<file path="src/rtl/exu_wb_arb.sv">
// exu_wb_arb: writeback arbiter merging ALU, LSU and DIV results onto the
// single register-file write port. LSU/DIV results are held in one-entry
// buffers; a starvation monitor asks issue to stall so buffers can drain.
// Optional feature macro: WB_INSTRET_EN (adds 64-bit instret_cnt output).
module exu_wb_arb #(
  parameter int unsigned XLEN       = 32,
  parameter int unsigned STARVE_MAX = 4
) (
  input  logic              clk,
  input  logic              rst,
  input  logic [XLEN-1:0]   alu_wb_data,
  input  logic [4:0]        alu_wb_rd_addr,
  input  logic              alu_wb_rd_wr_en,
  input  logic              lsu_wb_valid,
  output logic              lsu_wb_ready,
  input  logic [XLEN-1:0]   lsu_wb_data,
  input  logic [4:0]        lsu_wb_rd_addr,
  input  logic              div_wb_valid,
  output logic              div_wb_ready,
  input  logic [XLEN-1:0]   div_wb_data,
  input  logic [4:0]        div_wb_rd_addr,
  output logic              rf_wr_en,
  output logic [4:0]        rf_wr_addr,
  output logic [XLEN-1:0]   rf_wr_data,
`ifdef WB_INSTRET_EN
  output logic [63:0]       instret_cnt,
`endif
  output logic              wb_stall_req
);

  localparam int unsigned AGE_W = 4;
  localparam logic [AGE_W-1:0] AGE_MAX = AGE_W'(STARVE_MAX);

  // Buffer state and round-robin pointer (0 = LSU next, 1 = DIV next)
  logic              r_lsu_vld;
  logic [4:0]        r_lsu_addr;
  logic [XLEN-1:0]   r_lsu_data;
  logic              r_div_vld;
  logic [4:0]        r_div_addr;
  logic [XLEN-1:0]   r_div_data;
  logic              r_rr_ptr;
  logic [AGE_W-1:0]  r_lsu_age;
  logic [AGE_W-1:0]  r_div_age;

  logic w_alu_req;
  logic w_lsu_grant;
  logic w_div_grant;
  logic w_both_vld;
  logic w_lsu_xfer;
  logic w_div_xfer;
  logic w_lsu_fill;
  logic w_div_fill;

  // Arbitration: ALU first, then the sole valid buffer, else round-robin
  always_comb begin
    w_alu_req   = alu_wb_rd_wr_en & (alu_wb_rd_addr != 5'd0);
    w_both_vld  = r_lsu_vld & r_div_vld;
    w_lsu_grant = ~w_alu_req & r_lsu_vld & (~r_div_vld | ~r_rr_ptr);
    w_div_grant = ~w_alu_req & r_div_vld & (~r_lsu_vld |  r_rr_ptr);
    lsu_wb_ready = ~r_lsu_vld | w_lsu_grant;
    div_wb_ready = ~r_div_vld | w_div_grant;
    w_lsu_xfer  = lsu_wb_valid & lsu_wb_ready;
    w_div_xfer  = div_wb_valid & div_wb_ready;
    w_lsu_fill  = w_lsu_xfer & (lsu_wb_rd_addr != 5'd0);
    w_div_fill  = w_div_xfer & (div_wb_rd_addr != 5'd0);
  end

  // LSU buffer; a fresh entry counts its fill cycle as the first cycle waited
  always_ff @(posedge clk or posedge rst) begin
    if (rst) begin
      r_lsu_vld  <= 1'b0;
      r_lsu_addr <= 5'd0;
      r_lsu_data <= '0;
      r_lsu_age  <= '0;
    end else begin
      if (w_lsu_fill) begin
        r_lsu_vld  <= 1'b1;
        r_lsu_addr <= lsu_wb_rd_addr;
        r_lsu_data <= lsu_wb_data;
        r_lsu_age  <= AGE_W'(1);
      end else if (~r_lsu_vld | w_lsu_grant) begin
        r_lsu_vld  <= 1'b0;
        r_lsu_age  <= '0;
      end else if (r_lsu_age < AGE_MAX) begin
        r_lsu_age  <= r_lsu_age + AGE_W'(1);
      end
    end
  end

  // DIV buffer, mirror of the LSU buffer
  always_ff @(posedge clk or posedge rst) begin
    if (rst) begin
      r_div_vld  <= 1'b0;
      r_div_addr <= 5'd0;
      r_div_data <= '0;
      r_div_age  <= '0;
    end else begin
      if (w_div_fill) begin
        r_div_vld  <= 1'b1;
        r_div_addr <= div_wb_rd_addr;
        r_div_data <= div_wb_data;
        r_div_age  <= AGE_W'(1);
      end else if (~r_div_vld | w_div_grant) begin
        r_div_vld  <= 1'b0;
        r_div_age  <= '0;
      end else if (r_div_age < AGE_MAX) begin
        r_div_age  <= r_div_age + AGE_W'(1);
      end
    end
  end

  // Register-file write port, round-robin pointer and stall request
  always_ff @(posedge clk or posedge rst) begin
    if (rst) begin
      rf_wr_en     <= 1'b0;
      rf_wr_addr   <= 5'd0;
      rf_wr_data   <= '0;
      r_rr_ptr     <= 1'b0;
      wb_stall_req <= 1'b0;
    end else begin
      rf_wr_en <= w_alu_req | w_lsu_grant | w_div_grant;
      if (w_alu_req) begin
        rf_wr_addr <= alu_wb_rd_addr;
        rf_wr_data <= alu_wb_data;
      end else if (w_lsu_grant) begin
        rf_wr_addr <= r_lsu_addr;
        rf_wr_data <= r_lsu_data;
      end else if (w_div_grant) begin
        rf_wr_addr <= r_div_addr;
        rf_wr_data <= r_div_data;
      end
      if (~w_alu_req & w_both_vld) begin
        r_rr_ptr <= ~r_rr_ptr;
      end
      wb_stall_req <= (r_lsu_age >= AGE_MAX) | (r_div_age >= AGE_MAX);
    end
  end

`ifdef WB_INSTRET_EN
  logic [2:0] w_ret_inc;

  // Retired writeback ops this cycle: writes plus x0-discarded results
  always_comb begin
    w_ret_inc = 3'(w_alu_req | w_lsu_grant | w_div_grant)
              + 3'(w_lsu_xfer & (lsu_wb_rd_addr == 5'd0))
              + 3'(w_div_xfer & (div_wb_rd_addr == 5'd0))
              + 3'(alu_wb_rd_wr_en & (alu_wb_rd_addr == 5'd0));
  end

  // Retired-op counter, wraps naturally at 2^64
  always_ff @(posedge clk or posedge rst) begin
    if (rst) begin
      instret_cnt <= 64'd0;
    end else begin
      instret_cnt <= instret_cnt + 64'(w_ret_inc);
    end
  end
`endif

endmodule

</file>
<file path="config.mk">
export PLATFORM = sky130hd
export DESIGN_NAME = exu_wb_arb
export DESIGN_NICKNAME = d
export VERILOG_FILES = /design/src/rtl/exu_wb_arb.sv
export SDC_FILE = /design/constraint.sdc
export NUM_CORES = 1
export LEC_CHECK = 0
export ABC_CLOCK_PERIOD_IN_PS = 4200
export CELL_PAD_IN_SITES_DETAIL_PLACEMENT = 1
export CELL_PAD_IN_SITES_GLOBAL_PLACEMENT = 1
export CORE_UTILIZATION = 26
export DETAILED_ROUTE_END_ITERATION = 10
export GPL_ROUTABILITY_DRIVEN = 1
export PLACE_DENSITY = 0.67
export SYNTH_ARGS = -nofsm -noshare
export SYNTH_HDL_FRONTEND = slang
export SYNTH_SLANG_ARGS = --single-unit
</file>
<file path="constraint.sdc">
create_clock -name clk -period 4.2 [get_ports clk]
set_input_delay 0.42 -clock clk [delete_from_list [all_inputs] [get_ports clk]]
set_output_delay 0.42 -clock clk [all_outputs]
set_load 0.005 [all_outputs]
</file>
==> flow_summary_export.csv <==
group,metric,value,unit
clock_network,cts_root_buf,"clkbuf_16",
setup_path,slowest_stage,"clkdlybuf4s50_1",
clock_network,postCtsSetupRepairBufs,0,
timing,period_share,76.5,%
clock_network,insertion_delay,0.41,ns
global_routing,gr-usage-all-layers,15.2,%
placement,globalplace.congestion,0.763,
routing,dr.pass1.iters,4,
placement,io_buffers,156,
setup_path,criticalPathCategory,"in -> out",
setup_path,cp.arrival,2.79,ns
setup_path,crit_path_frequent_cell,"clkdlybuf4s50_1",
power_and_ir_drop,p_comb_share,35.1,%
timing,max_freq,0.311,GHz
setup_path,cp_slowest_stage_delay,0.58,ns
setup_path,ff2ff_setup_slack,1.96,ns
placement,dpl.hpwl,10600,µm
setup_path,r2r-start,"r_lsu_vld",
setup_path,cp_max_fo,37,
setup_path,cp-end-kind,"primary output",
synthesis,avgSynthCellArea,11.9,µm²
timing,rsz0062_at_grt,"no",
routing,routed_wl,15400,µm
power_and_ir_drop,vdd_ir_drop_max,321,µV
timing,tightest_slew,0.842,ns
setup_path,path_buf_inv,2,
synthesis,synth_warnings,0,
status,outcome,"completed",
power_and_ir_drop,p_int,4.02,mW
setup_path,crit_required,3.78,ns
floorplanning,num_io_pins,157,
clock_network,cts_tree,"built",
timing,drv_slew,0,
synthesis,synth.most_common_cell,"dfrtp_1",
timing,maxSlewHeadroom,43.8,%
routing,via_per_inst,4.48,
power_and_ir_drop,pwr-share-seq,35.4,%
setup_path,crit_family,"buffers and inverters",
synthesis,ys_seq_area_share,57.2,%
setup_path,path_cells,"clkdlybuf4s50_1 > or4_1 > o21a_2 > o21ai_4 > clkdlybuf4s50_1",
global_routing,grt_overflow_total,0,
synthesis,synth.area.top_cells,"dfrtp_1, mux2_2, o21ai_0, mux2i_1, nand2_1",
routing,wl_per_cell,17.2,µm
synthesis,synth_area,5420,µm²
power_and_ir_drop,switchingPower,1.74,mW
setup_path,start_kind,"primary input",
global_routing,grt_pass1_wl,24900,µm
synthesis,synth_edf_count,0,
floorplanning,die_h,146,µm
floorplanning,fp.dieW,146,µm
floorplanning,start_util,26.6,%
job,drv_cap,0,
synthesis,syn_nets,574,
power_and_ir_drop,switching_share,30.1,%
synthesis,synth.top_cells.by_count,"dfrtp_1, nand2_1, o21ai_0, mux2_2, mux2i_1",
synthesis,synth-main-ff-cell,"dfrtp_1",
clock_network,path_clk_slew,0.06,ns
synthesis,synthArstFlopShare,100,%
clock_network,clk_path_buf_depth,2,
routing,antenna_left,0,
synthesis,synth_cells,456,
timing,finalHoldViolations,0,
global_routing,grt_max_degree,69,
finish,syn2layout_area_growth,45.9,%
timing,fin_crit,3.21,ns
clock_network,numCtsBuffers,17,
routing,drt-initial-drc-count,73,
clock_network,htreeDepth,4,
power_and_ir_drop,p_per_area,728,nW/µm²
finish,num-fill-cells,2172,
finish,final_nets,727,
floorplanning,placeableCoreArea,20400,µm²
setup_path,reg2reg_to,"r_div_data[11]",
floorplanning,std_cell_rows,52,
clock_network,cts.sinks,124,
power_and_ir_drop,fin_total_pwr,5.76,mW
synthesis,ys_seq_elements,124,
power_and_ir_drop,power_frac_clock,29.5,%
timing,finClkSkew,0.00904,ns
power_and_ir_drop,p_leak,3.36,nW
routing,drcViolationCount,0,
global_routing,antenna_found_initial,2,
global_routing,first_global_vias,4638,
finish,drive_gt1_share,18.4,%
worst_hold_path,hp-class,"in -> async",
timing,fin_setup_tns,0,ns
synthesis,yosysUniqueCellTypes,29,
synthesis,yosys.area.top_type_share,57.2,%
synthesis,yosys.area.top_type,"dfrtp_1",
setup_path,reg2reg_depth,4,
floorplanning,die-area,21400,µm²
routing,vias,3993,
timing,setup_viol_count_final,0,
clock_network,post_cts_resized,0,
clock_network,hold_buffers,0,
## registers in the layout, summed over array words and instances, names as in the netlist
register	cells
r_div_addr	5
r_div_age	4
r_div_data	32
r_div_vld	1
r_lsu_addr	5
r_lsu_age	4
r_lsu_data	32
r_lsu_vld	1
r_rr_ptr	1
rf_wr_addr	5
rf_wr_data	32
rf_wr_en	1
wb_stall_req	1
## worst max-delay path by stage
stage                       from        endpoint  slack, ns  depth (start not counted)
5_1_grt        alu_wb_rd_addr[1]    lsu_wb_ready       0.87                          5
2_1_floorplan                rst   r_div_addr[0]       0.48                          1
4_1_cts        alu_wb_rd_addr[1]    lsu_wb_ready       0.95                          5
3_3_place_gp   alu_wb_rd_addr[1]  r_div_data[15]       0.63                          6
6_report       alu_wb_rd_addr[4]    lsu_wb_ready       0.99                          5
3_5_place_dp   alu_wb_rd_addr[1]  r_div_data[22]       0.58                          6
## layout make-up
class / instances / area [µm²] / area share (%)
Clock buffer: 25 / 495 / 6.26
Sequential cell: 124 / 3100 / 39.2
Tap cell: 270 / 338 / 4.27
Timing Repair Buffer: 162 / 1620 / 20.5
Multi-Input combinational cell: 301 / 2160 / 27.3
Antenna cell: 1 / 2.50 / 0.0316
Clock inverter: 6 / 180 / 2.28
Inverter: 3 / 13.8 / 0.174
## kinds of logic after synthesis
family	share of synthesized area [%]
multiplexers	22.3
XOR/XNOR	0.485
AO/OA/AOI/OAI	9.20
flip-flops	57.2
adder cells (fa/ha/maj)	0.461
AND/OR/NAND/NOR	7.20
buffers and inverters	3.18
## through the flow
stage                     instance area, µm²  hold WS (ns)  std cells  setup WS [ns]  utilization [%]
after detailed placement                7240         0.494        860          0.582             35.5
after floorplan                         5420         0.465        456          0.481                -
after global placement                  7240         0.478        860          0.630             35.5
after global routing                    7910         0.522        891          0.870             38.8
final                                   7910         0.465        892          0.986             38.9
after CTS                               7910         0.505        891          0.953             38.8
## layout by cell type (no fill, tap or decap), types with 4 or more instances in the layout
| master | instances |
|---|---|
| clkdlybuf4s50_1 | 156 |
| clkbuf_1 | 4 |
| clkbuf_16 | 17 |
| mux2_4 | 7 |
| buf_4 | 5 |
| o21ai_0 | 78 |
| dfrtp_1 | 124 |
| mux2_2 | 65 |
| mux2i_1 | 37 |
| clkbuf_8 | 4 |
| bufinv_16 | 6 |
| a21oi_1 | 4 |
| nor2_1 | 8 |
| nand2_1 | 81 |
## per-layer routing
metal | vias to the layer above | track usage, % | wire, µm
met2 | 112 | 25.0 | 7370
met5 | - | 0 | 0
met1 | 1970 | 18.5 | 6890
met4 | 0 | 5.21 | 239
li1 | 1891 | - | -
met3 | 20 | 5.03 | 862
## power by group through the flow
stage                     Sequential (mW)  Clock, mW  Combinational [mW]
after floorplan                      1.97          0                1.29
after global placement               2.02          0                1.99
after detailed placement             2.06          0                2.06
after CTS                            2.04       1.75                2.08
after global routing                 2.11       1.79                2.26
final                                2.04       1.70                2.02
No activity file was read; power rests on OpenSTA's default activity.
